<file path="src/rtl/pci_pkg.sv">
// Shared definitions for the PCI bus arbiter: FSM state type, bus command
// codes and the default number of requesting devices.
package pci_pkg;

  localparam int N_MASTERS_DEFAULT = 4;

  localparam logic [3:0] CMD_IO_READ  = 4'b0010;
  localparam logic [3:0] CMD_IO_WRITE = 4'b0011;

  typedef enum logic [1:0] {
    IDLE  = 2'd0,
    GRANT = 2'd1,
    BUSY  = 2'd2
  } arbState_e;

  // Index width that stays legal even for a single-device bus.
  function automatic int ownerWidth(input int n);
    return (n > 1) ? $clog2(n) : 1;
  endfunction

endpackage

</file>
<file path="src/rtl/pci_arbiter_if.sv">
// Arbiter-facing PCI signals: requests and shared FRAME#/IRDY# in, grants and
// ownership status out.
interface pci_arbiter_if #(
  parameter int N_MASTERS = pci_pkg::N_MASTERS_DEFAULT
) ();

  localparam int OW = pci_pkg::ownerWidth(N_MASTERS);

  logic [N_MASTERS-1:0] Req_low;
  logic                 Frame_low;
  logic                 IRDY_low;
  logic [N_MASTERS-1:0] GNT_low;
  logic [OW-1:0]        bus_owner;
  logic                 owner_valid;
  logic                 timeout_pulse;

  modport master (
    output Req_low, Frame_low, IRDY_low,
    input  GNT_low, bus_owner, owner_valid, timeout_pulse
  );

  modport slave (
    input  Req_low, Frame_low, IRDY_low,
    output GNT_low, bus_owner, owner_valid, timeout_pulse
  );

endinterface

</file>
<file path="src/rtl/rr_pick.sv">
// Combinational round-robin picker: scans from ptr+1 (wrapping) and returns
// the first device whose active-low request is asserted.
module rr_pick #(
  parameter int N_MASTERS = pci_pkg::N_MASTERS_DEFAULT,
  localparam int OW = pci_pkg::ownerWidth(N_MASTERS)
) (
  input  logic [N_MASTERS-1:0] reqLow_i,
  input  logic [OW-1:0]        ptr_i,
  output logic [OW-1:0]        winner_o,
  output logic                 anyReq_o
);

  logic [OW-1:0] idx;

  always_comb begin
    winner_o = '0;
    anyReq_o = 1'b0;
    idx      = '0;
    for (int i = 1; i <= N_MASTERS; i++) begin
      idx = OW'((int'(ptr_i) + i) % N_MASTERS);
      if (!anyReq_o && !reqLow_i[idx]) begin
        winner_o = idx;
        anyReq_o = 1'b1;
      end
    end
  end

endmodule

</file>
<file path="src/rtl/pci_arbiter.sv">
// Round-robin PCI bus arbiter with one-hot active-low grants, a grant-wait
// timeout and a mandatory idle turnaround cycle between owners.
module pci_arbiter
  import pci_pkg::*;
#(
  parameter int N_MASTERS   = N_MASTERS_DEFAULT,
  parameter int GNT_TIMEOUT = 16
) (
  input  logic          clk,
  input  logic          Reset_low,
  pci_arbiter_if.slave  bus
);

  localparam int OW = ownerWidth(N_MASTERS);
  localparam int CW = ($clog2(GNT_TIMEOUT) > 4) ? $clog2(GNT_TIMEOUT) : 4;
  localparam logic [CW-1:0] CNT_LAST = CW'(GNT_TIMEOUT - 1);

  arbState_e            state_q, state_d;
  logic [N_MASTERS-1:0] gnt_q, gnt_d;
  logic [OW-1:0]        ptr_q, ptr_d;
  logic [OW-1:0]        owner_q, owner_d;
  logic [CW-1:0]        cnt_q, cnt_d;
  logic                 timeout_q, timeout_d;

  logic [OW-1:0] winner;
  logic          anyReq;
  logic          busIdle, frameSeen, ownerWithdrew, timeoutHit;

  assign busIdle       = bus.Frame_low & bus.IRDY_low;
  assign frameSeen     = ~bus.Frame_low;
  assign ownerWithdrew = bus.Req_low[owner_q];
  assign timeoutHit    = (cnt_q == CNT_LAST);

  rr_pick #(.N_MASTERS(N_MASTERS)) picker (
    .reqLow_i (bus.Req_low),
    .ptr_i    (ptr_q),
    .winner_o (winner),
    .anyReq_o (anyReq)
  );

  // ptr resets to the last index so device 0 is first in line.
  always_ff @(posedge clk) begin
    if (!Reset_low) begin
      state_q   <= IDLE;
      gnt_q     <= '1;
      ptr_q     <= OW'(N_MASTERS - 1);
      owner_q   <= '0;
      cnt_q     <= '0;
      timeout_q <= 1'b0;
    end else begin
      state_q   <= state_d;
      gnt_q     <= gnt_d;
      ptr_q     <= ptr_d;
      owner_q   <= owner_d;
      cnt_q     <= cnt_d;
      timeout_q <= timeout_d;
    end
  end

  // FRAME is checked first in GRANT so it beats withdrawal and timeout.
  always_comb begin
    state_d = state_q;
    unique case (state_q)
      IDLE:    if (busIdle && anyReq) state_d = GRANT;
      GRANT: begin
        if (frameSeen)                        state_d = BUSY;
        else if (ownerWithdrew || timeoutHit) state_d = IDLE;
      end
      BUSY:    if (busIdle) state_d = IDLE;
      default: state_d = IDLE;
    endcase
  end

  always_comb begin
    gnt_d     = gnt_q;
    ptr_d     = ptr_q;
    owner_d   = owner_q;
    cnt_d     = '0;
    timeout_d = 1'b0;
    unique case (state_q)
      IDLE: begin
        if (state_d == GRANT) begin
          gnt_d   = ~(N_MASTERS'(1) << winner);
          owner_d = winner;
        end
      end
      GRANT: begin
        cnt_d = cnt_q + 1'b1;
        if (state_d == BUSY) begin
          ptr_d = owner_q;
        end else if (state_d == IDLE) begin
          gnt_d = '1;
          // A voluntary withdrawal is not a timeout, even on the last count.
          if (!ownerWithdrew) begin
            timeout_d = 1'b1;
            ptr_d     = owner_q;
          end
        end
      end
      BUSY:    if (state_d == IDLE) gnt_d = '1;
      default: gnt_d = '1;
    endcase
  end

  assign bus.GNT_low       = gnt_q;
  assign bus.bus_owner     = owner_q;
  assign bus.owner_valid   = ~&gnt_q;
  assign bus.timeout_pulse = timeout_q;

endmodule

</file>
<file path="src/flat_wrapper.sv">
// flat-port wrapper written by rule: the top's interface ports become plain ports
module pci_arbiter_flat import pci_pkg::*;
#(
  parameter int N_MASTERS   = N_MASTERS_DEFAULT,
  parameter int GNT_TIMEOUT = 16
)
  (clk, Reset_low, bus_Req_low, bus_Frame_low, bus_IRDY_low, bus_GNT_low, bus_bus_owner, bus_owner_valid, bus_timeout_pulse);
  pci_arbiter_if #(.N_MASTERS(N_MASTERS)) bus_i ();
  input  logic clk;
  input  logic Reset_low;
  input wire logic [$bits(bus_i.Req_low)-1:0] bus_Req_low;
  input wire logic [$bits(bus_i.Frame_low)-1:0] bus_Frame_low;
  input wire logic [$bits(bus_i.IRDY_low)-1:0] bus_IRDY_low;
  output wire logic [$bits(bus_i.GNT_low)-1:0] bus_GNT_low;
  output wire logic [$bits(bus_i.bus_owner)-1:0] bus_bus_owner;
  output wire logic [$bits(bus_i.owner_valid)-1:0] bus_owner_valid;
  output wire logic [$bits(bus_i.timeout_pulse)-1:0] bus_timeout_pulse;
  assign bus_i.Req_low = bus_Req_low;
  assign bus_i.Frame_low = bus_Frame_low;
  assign bus_i.IRDY_low = bus_IRDY_low;
  assign bus_GNT_low = bus_i.GNT_low;
  assign bus_bus_owner = bus_i.bus_owner;
  assign bus_owner_valid = bus_i.owner_valid;
  assign bus_timeout_pulse = bus_i.timeout_pulse;
  pci_arbiter #(.N_MASTERS(N_MASTERS), .GNT_TIMEOUT(GNT_TIMEOUT)) u_core (.clk(clk), .Reset_low(Reset_low), .bus(bus_i));
endmodule
</file>
<file path="config.mk">
export PLATFORM = sky130hd
export DESIGN_NAME = pci_arbiter_flat
export DESIGN_NICKNAME = d
export VERILOG_FILES = /design/src/rtl/pci_pkg.sv /design/src/rtl/pci_arbiter_if.sv /design/src/rtl/rr_pick.sv /design/src/rtl/pci_arbiter.sv /design/src/flat_wrapper.sv
export SDC_FILE = /design/constraint.sdc
export NUM_CORES = 1
export LEC_CHECK = 0
export BUFFER_PORTS_ARGS = -buffer_cell sky130_fd_sc_hd__buf_2
export CAP_MARGIN = 20
export CORE_AREA = 5 5 48 50
export CTS_BUF_LIST = sky130_fd_sc_hd__clkbuf_4
export DETAILED_ROUTE_END_ITERATION = 8
export DIE_AREA = 0 0 53 55
export PLACE_DENSITY_LB_ADDON = 0.1
export SLEW_MARGIN = 10
export SYNTH_ARGS = -nofsm -noshare
export SYNTH_HDL_FRONTEND = slang
export SYNTH_SLANG_ARGS = --single-unit
</file>
<file path="constraint.sdc">
create_clock -name clk -period 2.5 [get_ports clk]
set_clock_uncertainty 0.2 [all_clocks]
set_input_delay 0 -clock clk [delete_from_list [all_inputs] [get_ports clk]]
set_output_delay 0 -clock clk [all_outputs]
set_load 0.01 [all_outputs]
</file>
==> summary.md <==
| Metric | Value |
|---|---|
| Met3 usage | 3.49% |
| GR Overflow Total | 0 |
| Clk_lat worst skew | approximately 0.28 ns |
| Worst Path Arrival | 2.36 ns |
| Internal Power | a little over 0.0004 W |
| Ports | 16 |
| Num Clock Sinks | 15 |
| Main area contributors after synthesis | dfxtp_1 34%, ha_1 7.2%, nand2_1 5.6%, o32a_1 4.6%, inv_1 4.3% |
| Startpoint Class | input port |
| Die Y | ~55 um |
| Wire per inst | 13.5 um |
| Post-synth EDFFs | 0 |
| PD cells | between 500 and 600 mW/mm^2 |
| Kind of critical path | in -> reg |
| Die ar. | ~0.0029 sq mm |
| Row count | 16 |
| Ys async rst share | 0% |
| Slew headroom | 67.3% |
| Pin count of the biggest net entering global routing | 10 |
| Gate Count Post-Synth | approximately 100 |
| Peak VDD IR | about 0.32 mV |
| Critical path cell sequence | dlygate4sd3_1 > buf_2 > mux4_2 > o311ai_4 > or3b_4 > o211a_1 > o221ai_1 |
| DRC | 0 |
| Reg power frac | between 40% and 50% |
| I/O Buffers | 15 |
| H-tree levels | 1 |
| DR iter-0 viols | 28 |
| Most used flip-flop cell after synthesis | dfxtp_1 |
| Sequential fraction of the synthesis area | 34.4% |
| Area grow syn2layout | 20.5% |
| Max-slew violations | 0 |
| First-pass GRT wire length | about 3500 um |
| Final setup fails | 0 |
| Largest stage delay, worst path | 0.55 ns |
| CTS tree | built |
| Setup TNS | 0 ns |
| Crit-path slowest cell | mux4_2 |
| Critical path buffer and inverter count | 2 |
| Routed WL | between 2000 and 2500 um |
| Status | completed |
| Worst EP required | roughly 2.5 ns |
| Final nets | roughly 140 |
| Dpl cells | about 140 |
| Total GRT Usage | ~16% |
| Final period utilization | a little over nine tenths |
| Syn Nets | between 100 and 150 |
| Synth Area per Inst | between 8 and 9 sq um |
| Share of cells above drive strength 1 | ~22% |
| Initial antenna violation count | 0 |
| Psw | around 0.00020 W |
| Grt met1 use | about a fifth |
| CTS Buffer Depth | 2 |
| Layer with the highest usage | met2 |
| Final Hold Viols | 0 |
| Clock slew at reported path FFs | 0.09 ns |
| Via/cell ratio | ~5.5 |
| Worst Max-Slew Pin Slew | about 0.49 ns |
| Met2 GRT Util | between 20% and 30% |
| Leading area contributor after synthesis | dfxtp_1 |
| LEAKAGE | 0.463 nW |
| Max Cap Viol | 0 |
| Unrepaired setup endpoints after global routing | no |
| CTS Root Buffer Type | clkbuf_4 |
| Switching fraction of total power | between 30% and 40% |
| Antenna-violating nets left | 0 |
| Post-layout util | between 50% and 60% |
| Routed vias | slightly above 800 |
| Area of the core | approximately 0.0019 sq mm |
| Gpl congestion | between 0.9 and 1 |
| Vias in the first global route | between 700 and 800 |
| Dpl hpwl | about 1500 um |
| Distinct cells, synth | 36 |
| Fin cells | 150 |
| CP Capture Type | flop |
| Min cycle time layout | between 2 and 2.5 ns |
| Die outline width | 53 um |
| Top cell type's share of synthesized area | 34.4% |
| Crit path max fanout | 6 |
| Synthesized area | slightly below 900 sq um |
| Clock share of power | 25.1% |
| Diode count | 0 |
| Worst path top cell family by delay | buffers and inverters |
| DR pass1 iterations | 4 |
| FF+latch count, synth | 15 |
| Starting density of the core | between 40% and 50% |
| Fmax | 424 MHz |
| Synth warnings | 0 |
| Inserted Clock Buffers | 3 |
| Combinational fraction of design power | a little under a third |
| Worst hold-check path type | in -> reg |
| Worst Hold Slack | about 0.074 ns |
## metal layers
metal  vias to the layer above  part of all wire (%)
li1                        424                     -
met5                         -                     0
met3                         2                   4.4
met2                        19                    48
met1                       377                    47
met4                         0                  0.64
## layout by cell type (no fill, tap or decap), types with 3 or more instances in the layout
cell	instances
nand2_1	13
o21ai_0	4
o32a_1	4
ha_1	5
clkbuf_4	4
inv_1	10
dfxtp_1	14
nor2_1	7
dlygate4sd3_1	3
nor3_1	5
buf_2	15
nand3_1	4
## power groups by stage
stage               logic (W)  clock network [W]  registers (W)
finish               0.000193           0.000154       0.000268
global route         0.000216           0.000173       0.000270
CTS                  0.000191           0.000157       0.000267
detailed placement   0.000187                  0       0.000273
global placement     0.000187                  0       0.000272
floorplan            0.000129                  0       0.000274
## Yosys cell counts (2+ instances only)
master	n
nor2_1	7
ha_1	5
nand4_1	2
a221oi_1	2
clkbuf_1	2
dfxtp_1	15
o21ai_1	2
nand3_1	4
mux2i_1	2
o32a_1	4
nand2_1	13
o221ai_1	2
inv_1	10
o21ai_0	4
and3_1	2
nor3_1	5
## layout make-up
class / count / area, sq um
Clock buffer: 4 / 30.0
Fill cell: 187 / 811
Inverter: 10 / 37.5
Multi-Input combinational cell: 74 / 528
Sequential cell: 15 / 302
Tap cell: 27 / 33.8
Timing Repair Buffer: 20 / 120
## cells by family (layout without fill, tap and decap cells)
kind of cell	Yosys count	count (layout)	synth area share (%)
simple gates	38	38	20.9
compound gates	26	26	25.4
flops	15	15	34.4
buf+inv	12	34	5.17
fa+ha+maj	5	5	7.17
mux	3	3	4.88
xor+xnor	2	2	2.01
## stage by stage
step | power, W | worst slack, ns | area, sq um
global placement | 0.000459 | 0.183 | 988
finish | 0.000615 | 0.141 | 1050
global route | 0.000660 | 0.0552 | 1050
CTS | 0.000615 | 0.107 | 1050
floorplan | 0.000403 | 0.220 | 872
detailed placement | 0.000459 | 0.119 | 988
## worst min-delay path: cells and delay by family
kind	cells	cell delay [ns]
buf+inv	1	0.12
simple gates	1	0.08
mux	1	0.31
## registers in the layout, indices dropped and copies added, names as in the netlist
register / count
u_core.bus.GNT_low: 4
u_core.cnt_q: 4
u_core.bus.bus_owner: 2
u_core.ptr_q: 2
u_core.state_q: 2
u_core.bus.timeout_pulse: 1
## what timing repair did
item,in CTS,in global routing
setup buffers,0,0
hold buffers,3,0
gates resized for setup,0,2
hold endpoints to repair,11,0
endpoints found under the setup margin,0,3
## path summary, 6_finish.rpt
check	from	to	slack, ns	cells after the start
setup / recovery	bus_Req_low[3]	u_core.ptr_q[0]	0.14	7
hold / removal	bus_Req_low[0]	u_core.bus.timeout_pulse	0.07	3
setup reg to reg	u_core.bus.bus_owner[0]	u_core.ptr_q[0]	0.15	5
hold reg to reg	u_core.cnt_q[0]	u_core.cnt_q[0]	0.25	1
(Power assumes the default switching activity.)
